## src/rtl/hwc_pkg.sv

```systemverilog
// hwc_pkg: shared state encoding and default sizing for hit_window_counter.
package hwc_pkg;
    localparam int WINDOW_DEF = 256;
    localparam int CNT_W_DEF  = 9;
    typedef enum logic [1:0] {
        RX_WAIT  = 2'd0,
        RX_ACK   = 2'd1,
        TX_VALID = 2'd2,
        TX_ACK   = 2'd3
    } state_t;
endpackage

```

## src/rtl/hwc_counter.sv

```systemverilog
// hwc_counter: CNT_W-bit up counter with synchronous clear and increment enable.
module hwc_counter #(
    parameter int CNT_W = 9
) (
    input  logic             i_clk,
    input  logic             i_rst,
    input  logic             i_clr,
    input  logic             i_en,
    output logic [CNT_W-1:0] o_q
);
    logic [CNT_W-1:0] r_q;
    always_ff @(posedge i_clk or posedge i_rst)
        if (i_rst)      r_q <= '0;
        else if (i_clr) r_q <= '0;
        else if (i_en)  r_q <= r_q + 1'b1;
    assign o_q = r_q;
endmodule

```

## src/rtl/hit_window_counter.sv

```systemverilog
// hit_window_counter: counts inside-circle hits per WINDOW samples, four-phase handshakes both sides.
// Define HWC_MISS_OUT_EN to add the registered misses output.
module hit_window_counter
    import hwc_pkg::*;
#(
    parameter int WINDOW = WINDOW_DEF,
    parameter int CNT_W  = CNT_W_DEF
) (
    input  logic             clock,
    input  logic             reset,
    input  logic             dav_,
    output logic             rfd,
    input  logic             z,
    output logic             dav_out_,
    input  logic             rfd_out,
    output logic [CNT_W-1:0] hits
`ifdef HWC_MISS_OUT_EN
   ,output logic [CNT_W-1:0] misses
`endif
);
    state_t           r_state, w_next;
    logic             r_rfd, w_rfd, r_dav_out_, w_dav_out_;
    logic             w_load, w_clr, w_smp_en, w_hit_en;
    logic [CNT_W-1:0] r_hits, w_hit_cnt, w_smp_cnt;

    hwc_counter #(.CNT_W(CNT_W)) u_hit (
        .i_clk(clock), .i_rst(reset), .i_clr(w_clr), .i_en(w_hit_en), .o_q(w_hit_cnt)
    );
    hwc_counter #(.CNT_W(CNT_W)) u_smp (
        .i_clk(clock), .i_rst(reset), .i_clr(w_clr), .i_en(w_smp_en), .o_q(w_smp_cnt)
    );

    // TX transitions also look at our own registered dav_out_ so no handshake phase is skipped
    always_comb begin
        w_next     = r_state;
        w_rfd      = r_rfd;
        w_dav_out_ = r_dav_out_;
        w_load     = 1'b0;
        w_clr      = 1'b0;
        w_smp_en   = 1'b0;
        w_hit_en   = 1'b0;
        case (r_state)
            RX_WAIT: begin
                w_rfd = 1'b1;
                if (!dav_) begin
                    w_rfd    = 1'b0;
                    w_smp_en = 1'b1;
                    w_hit_en = z;
                    w_next   = RX_ACK;
                end
            end
            RX_ACK: begin
                w_rfd = 1'b0;
                if (dav_) begin
                    w_load = w_smp_cnt == CNT_W'(WINDOW);
                    w_rfd  = !w_load;
                    w_next = w_load ? TX_VALID : RX_WAIT;
                end
            end
            TX_VALID: begin
                w_rfd      = 1'b0;
                w_dav_out_ = 1'b0;
                if (!r_dav_out_ && !rfd_out) w_next = TX_ACK;
            end
            TX_ACK: begin
                w_dav_out_ = 1'b1;
                if (r_dav_out_ && rfd_out) begin
                    w_clr  = 1'b1;
                    w_rfd  = 1'b1;
                    w_next = RX_WAIT;
                end
            end
            default: begin
                w_clr      = 1'b1;
                w_rfd      = 1'b1;
                w_dav_out_ = 1'b1;
                w_next     = RX_WAIT;
            end
        endcase
    end

    always_ff @(posedge clock or posedge reset)
        if (reset) begin
            r_state    <= RX_WAIT;
            r_rfd      <= 1'b1;
            r_dav_out_ <= 1'b1;
            r_hits     <= '0;
        end else begin
            r_state    <= w_next;
            r_rfd      <= w_rfd;
            r_dav_out_ <= w_dav_out_;
            if (w_load) r_hits <= w_hit_cnt;
        end

`ifdef HWC_MISS_OUT_EN
    logic [CNT_W-1:0] r_misses;
    always_ff @(posedge clock or posedge reset)
        if (reset)       r_misses <= '0;
        else if (w_load) r_misses <= CNT_W'(WINDOW) - w_hit_cnt;
    assign misses = r_misses;
`endif

    assign rfd      = r_rfd;
    assign dav_out_ = r_dav_out_;
    assign hits     = r_hits;
endmodule
```

## config.mk

```make
export PLATFORM = sky130hd
export DESIGN_NAME = hit_window_counter
export DESIGN_NICKNAME = d
export VERILOG_FILES = /design/src/rtl/hwc_pkg.sv /design/src/rtl/hwc_counter.sv /design/src/rtl/hit_window_counter.sv
export SDC_FILE = /design/constraint.sdc
export NUM_CORES = 1
export LEC_CHECK = 0
export CORE_ASPECT_RATIO = 1.2
export CORE_MARGIN = 2
export CORE_UTILIZATION = 35
export CTS_CLUSTER_SIZE = 25
export DETAILED_ROUTE_END_ITERATION = 8
export SLEW_MARGIN = 20
export SYNTH_ARGS = -nofsm -noshare
export SYNTH_HDL_FRONTEND = slang
export SYNTH_HIERARCHICAL = 1
export SYNTH_SLANG_ARGS = --single-unit
```

## constraint.sdc

```tcl
create_clock -name clock -period 2.5 [get_ports clock]
set_input_delay 0.375 -clock clock [delete_from_list [all_inputs] [get_ports clock]]
set_output_delay 0.375 -clock clock [all_outputs]
set_load 0.03 [all_outputs]
```

==> Word level (Yosys, flattened, before mapping) <==
Index checks and enable logic that the tools add are counted.
{ "classes": {"addsub": 2, "mul": 0, "div": 0, "magnitude_cmp": 0, "eq_ne": 8, "shifts": 0, "mux": 23, "bitwise": 0, "reduce_logical": 10} }
{ "op_table": {"columns": ["op", "n"], "rows": [
  ["$mux 9", 4],
  ["$add 9x1->9 const B", 2],
  ["$mux 1", 11],
  ["$mux 2", 5],
  ["$eq 9x9->1 const B", 1],
  ["$ne 2x2->1 const B", 4],
  ["$pmux 2 s4", 1],
  ["$reduce_bool 2->1", 3],
  ["$eq 2x2->1 const B", 2],
  ["$pmux 1 s4", 1],
  ["$reduce_and 4->1", 1],
  ["$logic_not 1->1", 3],
  ["$eq 2x1->1 const B", 1],
  ["$logic_and 1x1->1", 2],
  ["$logic_not 2->1", 1],
  ["$pmux 1 s2", 1]
]} }
{ "totals": {"regBits": 31, "latch_bits": 0, "ram_bits": 0, "rom_bits": 0, "in_bits": 5, "output_inout_bits": 11, "word_cells": 49, "memories": 0} }

==> Longest topological paths before layout <==
{ "logic_depth": {"ltp_word": 4, "ltp_mapped": 6, "depth_no_buf": 5} }

==> Modules after synthesis <==
The synthesis kept the hierarchy.
{ "by_module_without_submodules": {"columns": ["module", "instances", "cells_per_inst", "area_each_um2", "seq_area_each_um2"], "rows": [
  ["hwc_counter", 2, 44, 449.2, 225.2],
  ["hit_window_counter", 1, 44, 601.8, 327.8]
]} }

==> Worst setup path before layout <==
No wires, ideal clock.
{ "synth_timing": {"path_type": "flip-flop to flip-flop", "from": "register r_dav_out_ (netlist: dav_out_)", "to": "register u_smp.r_q[6] (netlist: u_smp/o_q[6])", "setup_ns": 0.077, "arrival_time_ns": 1.763, "required_time_ns": 2.423, "path_slack_ns": 0.659, "stages_incl_launch_ff": 7, "path_buffers": 1, "period_less_slack_ns": 1.841, "cell_sequence": "dfstp_2 -> nand2_1 -> nor2_1 -> buf_4 -> o2111ai_2 -> or3_1 -> a21oi_1"} }
{ "synth_between": {"elab_chain_cells": 4, "elab_cells_between_ends": 5, "classes_between": "mux (3); reduce/logical (2)"} }
{ "synth_rtl": {"columns": ["element", "line", "rtl"], "rows": [
  ["start: declaration", "hit_window_counter.sv:22", "logic r_rfd, w_rfd, r_dav_out_, w_dav_out_;"],
  ["start signal: assignment", "hit_window_counter.sv:91", "r_dav_out_ <= w_dav_out_;"],
  ["$logic_and 1x1->1 (*)", "hit_window_counter.sv:67", "if (r_dav_out_ && rfd_out) begin"],
  ["$mux 1 (*)", "hit_window_counter.sv:67", null],
  ["$mux 1 (*)", "hit_window_counter.sv:42", "case (r_state)"],
  ["via w_clr", "hit_window_counter.sv:23", "logic w_load, w_clr, w_smp_en, w_hit_en;"],
  ["$mux 9 / $reduce_bool 2->1 (equally long branches)", null, null],
  ["end signal: assignment", "hwc_counter.sv:15", "else if (i_en) r_q <= r_q + 1'b1;"],
  ["end: declaration", "hwc_counter.sv:11", "logic [CNT_W-1:0] r_q;"]
]} }
Mark *: on every way through the listed nets, which the timed path passes. The rest lies on a longest branch.
A chain may end at the register's enable or synchronous reset.

==> Final worst setup path <==
{ "layout_timing": {"from": "input rfd_out", "to": "register u_hit.r_q[7] (netlist: u_hit/o_q[7])"} }
{ "layout_between": {"elab_chain_cells": 4, "elab_cells_between_ends": 5, "classes_between": "mux (3); reduce/logical (2)"} }
{ "layout_rtl": {"columns": ["element", "line", "rtl"], "rows": [
  ["start: declaration", "hit_window_counter.sv:15", "input logic rfd_out,"],
  ["$logic_and 1x1->1 (*)", "hit_window_counter.sv:67", null],
  ["$mux 1 (*)", "hit_window_counter.sv:67", null],
  ["$mux 1 (*)", "hit_window_counter.sv:42", null],
  ["via w_clr", "hit_window_counter.sv:23", null],
  ["$mux 9 / $reduce_bool 2->1 (equally long branches)", null, null],
  ["end signal: assignment", "hwc_counter.sv:15", null],
  ["end: declaration", "hwc_counter.sv:11", null]
]} }
Marks and branches as above.

==> load_flow_metrics.sql <==
INSERT INTO impl_metrics (metric_group, metric, value, unit) VALUES
('cts', 'cts_max_level', '2', ''),
('critical_path', 'endpoint_kind', 'flip-flop', ''),
('global_routing', 'globalRouteTotalUtil', '13.2', '%'),
('power_and_ir_drop', 'power-per-cell-area', '773', 'nW/um^2'),
('cells_and_area', 'mostFrequentLayoutCells', '29 x sky130_fd_sc_hd__dfrtp_1, 15 x sky130_fd_sc_hd__clkdlybuf4s50_1, 11 x sky130_fd_sc_hd__nor2_1', ''),
('job', 'max_cap_viol_count', '0', ''),
('cells_and_area', 'fill_cell_count', '393', ''),
('logic_synthesis', 'synth_async_sr_flop_share', '100', '%'),
('cts', 'insertion_delay', '280', 'ps'),
('timing', 'setup_total_negative_slack', '0', 'ps'),
('cts', 'postCtsHoldBufs', '0', ''),
('critical_path', 'cp.required', '2710', 'ps'),
('logic_synthesis', 'mappedNetlistNets', '139', ''),
('place', 'dp.cells', '201', ''),
('logic_synthesis', 'synth_top_flop_cell', 'sky130_fd_sc_hd__dfrtp_1', ''),
('cells_and_area', 'sequential_cell_area', '778', 'sq um'),
('cells_and_area', 'finish.cell_count_without_fillers', '209', ''),
('logic_synthesis', 'avgSynthCellArea', '11.4', 'sq um'),
('cts', 'clkSlewWorstSetupHoldPaths', '70', 'ps'),
('floorplan', 'fp.dieW', '63.8', 'um'),
('cells_and_area', 'final_nets', '159', ''),
('timing', 'setup_repair_after_global_routing_missed_its_margin', 'false', ''),
('cts', 'cts.repair.resized', '0', ''),
('power_and_ir_drop', 'power.ir.vdd_worst', '0.000469', 'V'),
('outcome', 'status', 'finished, final reports clean', ''),
('routing', 'detail_route.drc_violations', '0', ''),
('logic_synthesis', 'number_of_flops_mapped_to_enable_cells_by_yosys', '0', ''),
('cells_and_area', 'multi_input_combinational_cell_area', '671', 'sq um'),
('cells_and_area', 'final_common_cell', 'sky130_fd_sc_hd__dfrtp_1', ''),
('floorplan', 'core_region_area', '4200', 'sq um'),
('timing', 'tightest_slew', '524', 'ps'),
('logic_synthesis', 'yosys-top-cells-area', 'sky130_fd_sc_hd__dfrtp_1 48%, sky130_fd_sc_hd__mux2_2 5.3%, sky130_fd_sc_hd__dfstp_2 3.5%, sky130_fd_sc_hd__a21oi_1 3.3%, sky130_fd_sc_hd__nor2_1 2.8%', ''),
('floorplan', 'die_outline_area', '4830', 'sq um'),
('critical_path', 'critical_path.startpoint_type', 'primary input', ''),
('logic_synthesis', 'synth_largest_type_area_fraction', '48.4', '%'),
('cts', 'post-cts-setup-buffer-count', '0', ''),
('timing', 'worst_rel_slew_slack', '65.1', '%'),
('floorplan', 'rows', '26', ''),
('place', 'gpl.final_weighted_congestion', '0.736', ''),
('floorplan', 'design.portCount', '16', ''),
('global_routing', 'vias_in_the_first_global_route', '1132', ''),
('timing', 'timing.final.max_slew_violations', '0', ''),
('logic_synthesis', 'post_synth_num_cell_types', '31', ''),
('global_routing', 'grt_max_degree', '23', ''),
('place', 'place_hpwl', '2.05', 'mm'),
('floorplan', 'initial_utilization', '35.7', '%'),
('floorplan', 'die_height', '75.7', 'um'),
('routing', 'wire_length_per_cell', '13.6', 'um'),
('cells_and_area', 'layout-area-overhead-vs-synth', '20.4', '%'),
('routing', 'totalWireLength', '2.83', 'mm'),
('routing', 'antenna_violating_nets_post_route', '0', ''),
('logic_synthesis', 'yosys_register_bits', '31', ''),
('cts', 'numClockSinks', '31', ''),
('routing', 'detail_route.vias_per_cell', '5.07', ''),
('place', 'port-buffer-count', '15', ''),
('power_and_ir_drop', 'leak', '0.764', 'nW'),
('cells_and_area', 'post_route_cells_drive_above_1_share', '19.0', '%'),
('timing', 'setup-violations-final', '0', ''),
('logic_synthesis', 'synthesis.instances', '132', ''),
('hold_path', 'hold_path_class', 'in -> async', ''),
('routing', 'drt-initial-drc-count', '12', ''),
('logic_synthesis', 'syn-cell-area', '1500', 'sq um'),
('cts', 'cts_inserted_buffers', '5', ''),
('global_routing', 'grt_overflow', '0', ''),
('cts', 'ctsLongestPathBuffers', '2', ''),
('timing', 'fin_crit_sh', '76.5', '%'),
('timing', 'fin_crit', '1910', 'ps'),
('timing', 'max_freq', '523', 'MHz'),
('routing', 'drtPass1Iterations', '4', ''),
('routing', 'routed_via_count', '1060', ''),
('logic_synthesis', 'synth_top_area_cell', 'sky130_fd_sc_hd__dfrtp_1', '');
## power breakdown
part	leakage, nW	switching (mW)	internal [mW]
sequential	0.398	0.171	0.595
clock	0.0477	0.185	0.190
combinational	0.318	0.129	0.127
total	0.764	0.485	0.912
## logic make-up after synthesis
family	after synthesis	share of synthesized area, %
AO/OA/AOI/OAI	27	11.6
XOR/XNOR	8	4.67
adder cells (fa/ha/maj)	2	1.67
buffers and inverters	11	3.42
flip-flops	31	51.9
multiplexers	11	8.59
AND/OR/NAND/NOR	42	18.2
## final timing paths
path	from	end	slack, ps	cells after the start
max reg2reg	flip-flop	u_hit/o_q[7]	610	5
max in group asynchronous	reset	rfd	1640	2
min	reset	u_hit/o_q[5]	420	2
max	rfd_out	u_hit/o_q[7]	590	7
min reg2reg	hits[7]	hits[7]	510	1
min in group clock	hits[7]	hits[7]	510	1
## worst max-delay path, stage by stage
cell	delay, ps
sky130_fd_sc_hd__clkdlybuf4s50_1	500
sky130_fd_sc_hd__nand2_1	70
sky130_fd_sc_hd__nor2_1	190
sky130_fd_sc_hd__buf_12	190
sky130_fd_sc_hd__o21ai_1	130
sky130_fd_sc_hd__or4_1	480
sky130_fd_sc_hd__a21oi_1	170
## cell usage after synthesis (2+ instances only)
| library cell | instances |
|---|---|
| sky130_fd_sc_hd__nor2_1 | 11 |
| sky130_fd_sc_hd__buf_4 | 2 |
| sky130_fd_sc_hd__dfstp_2 | 2 |
| sky130_fd_sc_hd__buf_2 | 2 |
| sky130_fd_sc_hd__nand3_2 | 2 |
| sky130_fd_sc_hd__nand4_1 | 4 |
| sky130_fd_sc_hd__mux2_4 | 2 |
| sky130_fd_sc_hd__ha_1 | 2 |
| sky130_fd_sc_hd__or3_1 | 4 |
| sky130_fd_sc_hd__nand3_1 | 3 |
| sky130_fd_sc_hd__xnor2_1 | 4 |
| sky130_fd_sc_hd__dfrtp_1 | 29 |
| sky130_fd_sc_hd__nand2_1 | 7 |
| sky130_fd_sc_hd__o21ai_0 | 7 |
| sky130_fd_sc_hd__or4_1 | 4 |
| sky130_fd_sc_hd__a21oi_1 | 10 |
| sky130_fd_sc_hd__nor2b_1 | 2 |
| sky130_fd_sc_hd__xor2_1 | 4 |
| sky130_fd_sc_hd__mux2_2 | 7 |
| sky130_fd_sc_hd__mux2i_1 | 2 |
| sky130_fd_sc_hd__o2111ai_2 | 2 |
| sky130_fd_sc_hd__o31ai_1 | 4 |
| sky130_fd_sc_hd__o21ai_1 | 2 |
| sky130_fd_sc_hd__inv_1 | 7 |
## metal layers
layer  track usage (%)  up-vias  wire [um]
met3              3.40        2        112
met1              13.7      528       1230
met4              6.76        0         17
met5                 0        -          0
li1                  -      511          -
met2              24.8       19       1470
## stage by stage
step	area, sq um	worst slack [ps]	utilization, %	power (mW)
3_3_place_gp	1720	368	41.1	1.02
4_1_cts	1810	591	43.1	1.41
6_report	1810	588	43.1	1.40
3_5_place_dp	1720	298	41.1	1.03
5_1_grt	1810	493	43.1	1.48
2_1_floorplan	1500	659	-	0.949
## flip-flops by register name, indices dropped and copies added, names as in the netlist, named ones only
register and count:
rfd 1, hits 9, u_smp/o_q 9, r_state 1
dav_out_ 1, u_hit/o_q 9
## cell type report
class                      count  share of cell area (%)
timing repair buffer          17                    9.83
clock inverter                 3                   0.831
inverter                       7                    1.45
clock buffer                   5                    3.81
tap                           56                    3.88
multi-input combinational     90                    37.1
sequential                    31                    43.1
No activity file was read; power rests on OpenSTA's default activity.
